File: config.mk
export PLATFORM = sky130hd
export DESIGN_NAME = dac_spi_tx
export DESIGN_NICKNAME = d
export VERILOG_FILES = /design/src/rtl/dac_spi_tx.sv
export SDC_FILE = /design/constraint.sdc
export NUM_CORES = 1
export LEC_CHECK = 0
export BUFFER_PORTS_ARGS = -buffer_cell sky130_fd_sc_hd__buf_2
export CAP_MARGIN = 15
export CORE_MARGIN = 2
export CORE_UTILIZATION = 40
export DETAILED_ROUTE_END_ITERATION = 12
export GPL_ROUTABILITY_DRIVEN = 0
export GPL_TIMING_DRIVEN = 0
export PLACE_DENSITY = 0.66
export SLEW_MARGIN = 20
export SYNTH_ARGS = -nofsm -noshare
export SYNTH_HDL_FRONTEND = slang
export SYNTH_SLANG_ARGS = --single-unit
File: constraint.sdc
create_clock -name clk_i -period 4.32 [get_ports clk_i]
set_input_delay 0.216 -clock clk_i [delete_from_list [all_inputs] [get_ports clk_i]]
set_output_delay 0.216 -clock clk_i [all_outputs]
set_load 0.01 [all_outputs]
File: src/rtl/dac_spi_tx.sv
// rtl/dac_spi_tx.sv - 16-bit SPI frame transmitter for an MCP4921-class DAC with LDAC strobe
module dac_spi_tx #(
    parameter int         CLK_DIV     = 4,
    parameter logic [3:0] CONFIG_BITS = 4'b0011
) (
    input  logic        clk_i,
    input  logic        rst_i,
    input  logic        clk_en_i,
    input  logic [11:0] sample_i,
    output logic        spi_cs_n_o,
    output logic        spi_sck_o,
    output logic        spi_sdi_o,
    output logic        spi_ldac_n_o,
    output logic        busy_o,
    output logic        frame_done_o,
    output logic        overrun_o
);

    localparam int            DW       = $clog2(CLK_DIV + 1);
    localparam logic [DW-1:0] DIV_LAST = DW'(CLK_DIV - 1);

    typedef enum logic [2:0] {
        IDLE  = 3'd0,
        SETUP = 3'd1,
        SHIFT = 3'd2,
        LATCH = 3'd3,
        GAP   = 3'd4
    } state_t;

    state_t        state_q, state_d;
    logic [DW-1:0] div_q, div_d;
    logic [3:0]    bit_q, bit_d;
    logic [15:0]   shreg_q, shreg_d;
    logic [11:0]   pend_q, pend_d;
    logic          pend_vld_q, pend_vld_d;
    logic          cs_n_q, cs_n_d;
    logic          sck_q, sck_d;
    logic          sdi_q, sdi_d;
    logic          ldac_n_q, ldac_n_d;
    logic          busy_q, busy_d;
    logic          done_q, done_d;
    logic          ovr_q, ovr_d;
    logic          phase_end;
    logic          final_gap;

    assign phase_end = (div_q == DIV_LAST);
    assign final_gap = (state_q == GAP) && phase_end;

    // Next-state, datapath and registered-output decode; outputs follow the next state
    always_comb begin
        state_d    = state_q;
        div_d      = div_q;
        bit_d      = bit_q;
        shreg_d    = shreg_q;
        pend_d     = pend_q;
        pend_vld_d = pend_vld_q;
        sck_d      = sck_q;
        ovr_d      = 1'b0;

        if (state_q != IDLE) begin
            div_d = phase_end ? '0 : div_q + 1'b1;
        end

        // A strobe on the final GAP cycle is handled by the frame hand-over below
        if (clk_en_i && (state_q != IDLE) && !final_gap) begin
            pend_d     = sample_i;
            pend_vld_d = 1'b1;
            ovr_d      = pend_vld_q;
        end

        case (state_q)
            IDLE: begin
                div_d = '0;
                bit_d = '0;
                sck_d = 1'b0;
                if (clk_en_i) begin
                    shreg_d = {CONFIG_BITS, sample_i};
                    state_d = SETUP;
                end
            end
            SETUP: begin
                if (phase_end) begin
                    state_d = SHIFT;
                    bit_d   = '0;
                end
            end
            SHIFT: begin
                if (phase_end) begin
                    if (!sck_q) begin
                        sck_d = 1'b1;
                    end else begin
                        sck_d = 1'b0;
                        if (bit_q == 4'd15) begin
                            state_d = LATCH;
                        end else begin
                            bit_d   = bit_q + 4'd1;
                            shreg_d = {shreg_q[14:0], 1'b0};
                        end
                    end
                end
            end
            LATCH: begin
                if (phase_end) begin
                    state_d = GAP;
                end
            end
            GAP: begin
                if (phase_end) begin
                    if (clk_en_i) begin
                        state_d = SETUP;
                        if (pend_vld_q) begin
                            shreg_d = {CONFIG_BITS, pend_q};
                            pend_d  = sample_i;
                        end else begin
                            shreg_d = {CONFIG_BITS, sample_i};
                        end
                    end else if (pend_vld_q) begin
                        state_d    = SETUP;
                        shreg_d    = {CONFIG_BITS, pend_q};
                        pend_vld_d = 1'b0;
                    end else begin
                        state_d = IDLE;
                    end
                end
            end
            default: begin
                state_d = IDLE;
            end
        endcase

        cs_n_d   = !((state_d == SETUP) || (state_d == SHIFT));
        sdi_d    = cs_n_d ? 1'b0 : shreg_d[15];
        ldac_n_d = (state_d != LATCH);
        busy_d   = (state_d != IDLE);
        done_d   = (state_d == GAP) && (div_d == DIV_LAST);
    end

    // State, counters, buffers and output registers
    always_ff @(posedge clk_i) begin
        if (rst_i) begin
            state_q    <= IDLE;
            div_q      <= '0;
            bit_q      <= '0;
            shreg_q    <= '0;
            pend_q     <= '0;
            pend_vld_q <= 1'b0;
            cs_n_q     <= 1'b1;
            sck_q      <= 1'b0;
            sdi_q      <= 1'b0;
            ldac_n_q   <= 1'b1;
            busy_q     <= 1'b0;
            done_q     <= 1'b0;
            ovr_q      <= 1'b0;
        end else begin
            state_q    <= state_d;
            div_q      <= div_d;
            bit_q      <= bit_d;
            shreg_q    <= shreg_d;
            pend_q     <= pend_d;
            pend_vld_q <= pend_vld_d;
            cs_n_q     <= cs_n_d;
            sck_q      <= sck_d;
            sdi_q      <= sdi_d;
            ldac_n_q   <= ldac_n_d;
            busy_q     <= busy_d;
            done_q     <= done_d;
            ovr_q      <= ovr_d;
        end
    end

    assign spi_cs_n_o   = cs_n_q;
    assign spi_sck_o    = sck_q;
    assign spi_sdi_o    = sdi_q;
    assign spi_ldac_n_o = ldac_n_q;
    assign busy_o       = busy_q;
    assign frame_done_o = done_q;
    assign overrun_o    = ovr_q;

endmodule

Word level (Yosys, flattened, before mapping)

Index checks and enable logic that the tools add are counted.
W data, S select, Z words.

Flip-flop bits (word level): 46
Latch bits: 0
Bits in read-only memories: 0
RAM bits: 0
Memories: 0
Bits of input ports: 15
Output and inout bits: 7
Logic and storage cells: 94

Shift operators: 0
Muxes and demuxes: 40
Reduce and logical (&&, ||, !) cells: 18
$add $sub $neg: 2
Bitwise gates (word level): 2
Multipliers: 0
$lt $le $gt $ge: 0
Divide/modulo/power cells: 0
Equal/unequal tests: 18

Operators with widths:

| kind                  | count |
|---|---|
| $mux W16              | 7 |
| $mux W12              | 6 |
| $pmux W16 S3          | 1 |
| $mux W3               | 10 |
| $mux W4               | 4 |
| $eq A3 B2 Y1 const B  | 5 |
| $pmux W3 S5           | 1 |
| $ne A2 B2 Y1 const B  | 6 |
| $pmux W4 S3           | 1 |
| $reduce_bool A3 Y1    | 4 |
| $mux W1               | 9 |
| $reduce_and A7 Y1     | 1 |
| $eq A3 B1 Y1 const B  | 2 |
| $eq A3 B3 Y1 const B  | 2 |
| $reduce_and A5 Y1     | 1 |
| $add A4 B1 Y4 const B | 1 |
| $eq A4 B4 Y1 const B  | 1 |
| $logic_and A1 B1 Y1   | 4 |
| $reduce_or A2 Y1      | 2 |
| $add A3 B1 Y3 const B | 1 |
| $logic_not A3 Y1      | 1 |
| $ne A3 B2 Y1 const B  | 1 |
| $ne A3 B3 Y1 const B  | 1 |
| $logic_not A1 Y1      | 2 |
| 5 further kinds       | 6 |

Depth between registers and ports, before layout

Depth after elaboration: 9
Mapped depth: 9

Worst setup path before layout

No wires, ideal clock.

Path type: register to register
From: register div_q[0]
To: register cs_n_q (netlist: spi_cs_n_o)
Stages on the path, launching flop included: 8
Data arrival time: 1.678 ns
Period minus slack after synthesis: 1.805 ns
Data required time: 4.193 ns
Path slack: 2.515 ns
Cells stage by stage: dfxtp_1 ha_1 buf_4 nor3b_1 a31oi_1 o221ai_4 xnor2_1 or3_1

Longest elaborated chain between the ends: 6
Elaborated cells on any way between the ends: 10

Ends and longest elaborated chain:

| item                                                | line | source |
|---|---|---|
| start, declared                                     | 31   | `logic [DW-1:0] div_q, div_d;` |
| start signal, assigned                              | 156  | `div_q <= div_d;` |
| $eq A3 B2 Y1 *                                      | 46   | `assign phase_end = (div_q == DIV_LAST);` |
| $mux W3 (on tied branches)                          | -    |  |
| $pmux W3 S5 *                                       | 71   | `case (state_q)` |
| $eq A3 B1 Y1 / $eq A3 B2 Y1 (equally long branches) | 131  | `cs_n_d = !((state_d == SETUP) \|\| (state_d == SHIFT));` |
| $logic_or A1 B1 Y1 *                                | 131  |  |
| $logic_not A1 Y1 *                                  | 131  |  |
| end signal, assigned                                | 161  | `cs_n_q <= cs_n_d;` |
| end, declared                                       | 36   | `logic cs_n_q, cs_n_d;` |

Mark *: on every way between the ends. The rest lies on a longest branch, timed or not.
A chain may end at the register's enable or synchronous reset.

Worst setup path after layout

From: register div_q[0]
To: register shreg_q[11]

Longest elaborated chain between the ends: 3
Elaborated cells on any way between the ends: 4

Ends and longest elaborated chain:

| item                          | line | source |
|---|---|---|
| $eq A3 B2 Y1 *                | 46   |  |
| $ne A2 B2 Y1 (no line)        | -    |  |
| $reduce_and A7 Y1 (no line) * | -    |  |
| end signal, assigned          | 158  | `shreg_q <= shreg_d;` |
| end, declared                 | 33   | `logic [15:0] shreg_q, shreg_d;` |

Marked as above.

==> impl_metrics.ini <==
[hold_path]
hp-class = input port to flop
holdPathStages = 3

[drt]
routed_wl_um = 4760
first_pass_iters = 4
initialDrtViolationCount = 106
route.detailed.drc = 0
avgViaCountPerCell = 5.30
num_vias = 1791
post_drt_wl_per_cell_um = 14.1
ant_nets = 0

[finish]
post-route-util = 0.465
final_common_cell = dfxtp_1
layout-drive-gt1-share = 0.183
n_antenna_cell = 0
syn2layout_area_growth_pct = 13.1
final_cell_mix = 46 x dfxtp_1, 34 x nand2_1, 29 x a21oi_1
layout.nets = 285

[clock_tree]
post_cts_buffers = 0
cts_tree = done
insertion_delay_ps = 300
cts_inserted_buffers = 5
clock-sinks = 46
cts-root-buf = clkbuf_8
cts_max_path_buffers = 2
hold_buffers = 0
ctsResizeCount = 0
path_clk_slew_ps = 80
htreeDepth = 2

[worst_setup_path]
r2r-end = shreg_q[11]
crit_type = flop to flop
startpoint_type = flop
crit_start = div_q[0]
r2r_start = div_q[0]
critPathMaxFanout = 10
endpoint = shreg_q[11]
endpoint_kind = flop
arrival_ps = 2320
worstPathRequired_ps = 4530
r2r_slack_ps = 2210
reg2reg_depth = 7

[grt]
antenna_found_initial = 0
grt_pass1_wl_um = 8300
grt_max_degree = 14
grt_pass1_vias = 1752
grtUsageTotal = 0.178
overflow = 0

[timing]
drv_slew = 0
rsz0062_at_grt = no
hold_viol_final = 0
setup_violations = 0
relSlewSlack = 0.660
worstMarginPinSlew_ps = 510
tns_ps = 0
finalCritPeriodShare = 0.488
max_freq_mhz = 475
clock_skew_ps = 6.77
fin_crit_ps = 2110

[floorplanning]
die_h_um = 76.0
fp.dieW_um = 76.0
coreArea_mm2 = 0.00504
pin_count = 22
start_util = 0.411
fp.dieArea_mm2 = 0.00577
num_rows = 26

[pwr]
irDropWorstVdd_mv = 0.120
leakage_uw = 0.000891
power_density_mw_per_mm2 = 339

[logic_synthesis]
yosysSeqAreaShare = 0.445
synth_area_mm2 = 0.00207
synth_fp_nets = 257
ys.flop_type = dfxtp_1
avgSynthCellArea_um2 = 8.63
yosysUniqueCellTypes = 47
synth_warnings = 0
synth-async-reset-ratio = 0
ys_ff_latch = 46
syn_inst = 240
synth-edff-count = 0

[placement]
dp_hpwl_um = 3330
port_buffers = 21

[outcome]
status = finished clean

[job]
cap_violations = 0
## routing by layer
| metal | vias to the layer above | GRT usage | wire (um) |
|---|---|---|---|
| met1 | 833 | 0.232 | 2260 |
| met5 | - | 0 | 0 |
| met4 | 0 | 0.0782 | 95 |
| met3 | 9 | 0.0476 | 235 |
| met2 | 38 | 0.279 | 2170 |
| li1 | 911 | - | - |
## kinds of logic (layout without fill, tap and decap cells)
logic type / after synthesis / after routing / share of synthesized area
buf+inv: 20 / 48 / 0.0526
xor+xnor: 5 / 5 / 0.0211
simple gates: 91 / 91 / 0.225
compound gates: 76 / 76 / 0.244
fa+ha+maj: 2 / 2 / 0.0121
flops: 46 / 46 / 0.445
## report_power, final
group | internal (uW) | total, uW | switching (uW)
combinational | 34.8 | 87.9 | 53.0
clock | 109 | 250 | 141
sequential | 444 | 456 | 12.1
total | 588 | 794 | 206
## synth_stat cells, types with 2 or more instances
| master | n | area (um2) |
|---|---|---|
| nor2_1 | 24 | 90.1 |
| buf_2 | 6 | 30.0 |
| xor2_1 | 4 | 35.0 |
| o21ai_1 | 2 | 10.0 |
| nor4_1 | 3 | 18.8 |
| ha_1 | 2 | 25.0 |
| nor3b_1 | 2 | 15.0 |
| a31oi_1 | 3 | 18.8 |
| a21oi_1 | 29 | 145 |
| a211oi_1 | 13 | 97.6 |
| a22oi_1 | 13 | 97.6 |
| o21ai_0 | 4 | 20.0 |
| nor2b_1 | 4 | 25.0 |
| and3_1 | 3 | 18.8 |
| buf_6 | 2 | 22.5 |
| clkbuf_1 | 6 | 22.5 |
| dfxtp_1 | 46 | 921 |
| nand2_1 | 34 | 128 |
| nand2b_1 | 2 | 12.5 |
| o211ai_1 | 2 | 15.0 |
| inv_1 | 3 | 11.3 |
| nor4b_1 | 2 | 17.5 |
| nand3_1 | 2 | 10.0 |
| buf_4 | 3 | 22.5 |
| nor3_1 | 4 | 20.0 |
## critical path: stages, from the launching register on
cell      delay (ps)
dfxtp_1          380
ha_1             160
buf_4            160
nor3b_1          270
and3_1           270
clkbuf_1         410
a22oi_1          140
a211oi_1         240
## cell type report
type / count / area [um2]
Inverter: 3 / 11.3
Tap cell: 70 / 87.6
Clock inverter: 2 / 10.0
Sequential cell: 46 / 921
Fill cell: 530 / 2700
Clock buffer: 5 / 68.8
Timing Repair Buffer: 21 / 105
Multi-Input combinational cell: 174 / 1040
Buffer: 17 / 97.6
## metrics by stage
stage / hold slack, ps / std cells / setup WS [ps] / power [uW] / cell area (um2)
finish: 163 / 338 / 2210 / 794 / 2340
global route: 149 / 338 / 2010 / 839 / 2340
CTS: 153 / 338 / 2200 / 803 / 2340
detailed placement: 449 / 331 / 2260 / 554 / 2260
global placement: 443 / 331 / 2250 / 552 / 2260
floorplan: 305 / 240 / 2520 / 524 / 2070
## how the worst min path moves through the flow
stage | start | slack [ps] | end
2_1_floorplan | rst_i | 300 | div_q[1]
3_3_place_gp | pend_q[9] | 440 | pend_q[9]
3_5_place_dp | pend_q[6] | 450 | pend_q[6]
4_1_cts | sample_i[6] | 150 | pend_q[6]
5_1_grt | sample_i[6] | 150 | pend_q[6]
6_report | sample_i[0] | 160 | pend_q[0]
## state kept, by name (all words and copies together) (netlist names), 3 cells and up
register	flops
pend_q	12
shreg_q	16
bit_q	4
div_q	3
state_q	3
Note: power is estimated with default switching activity, not from simulation.
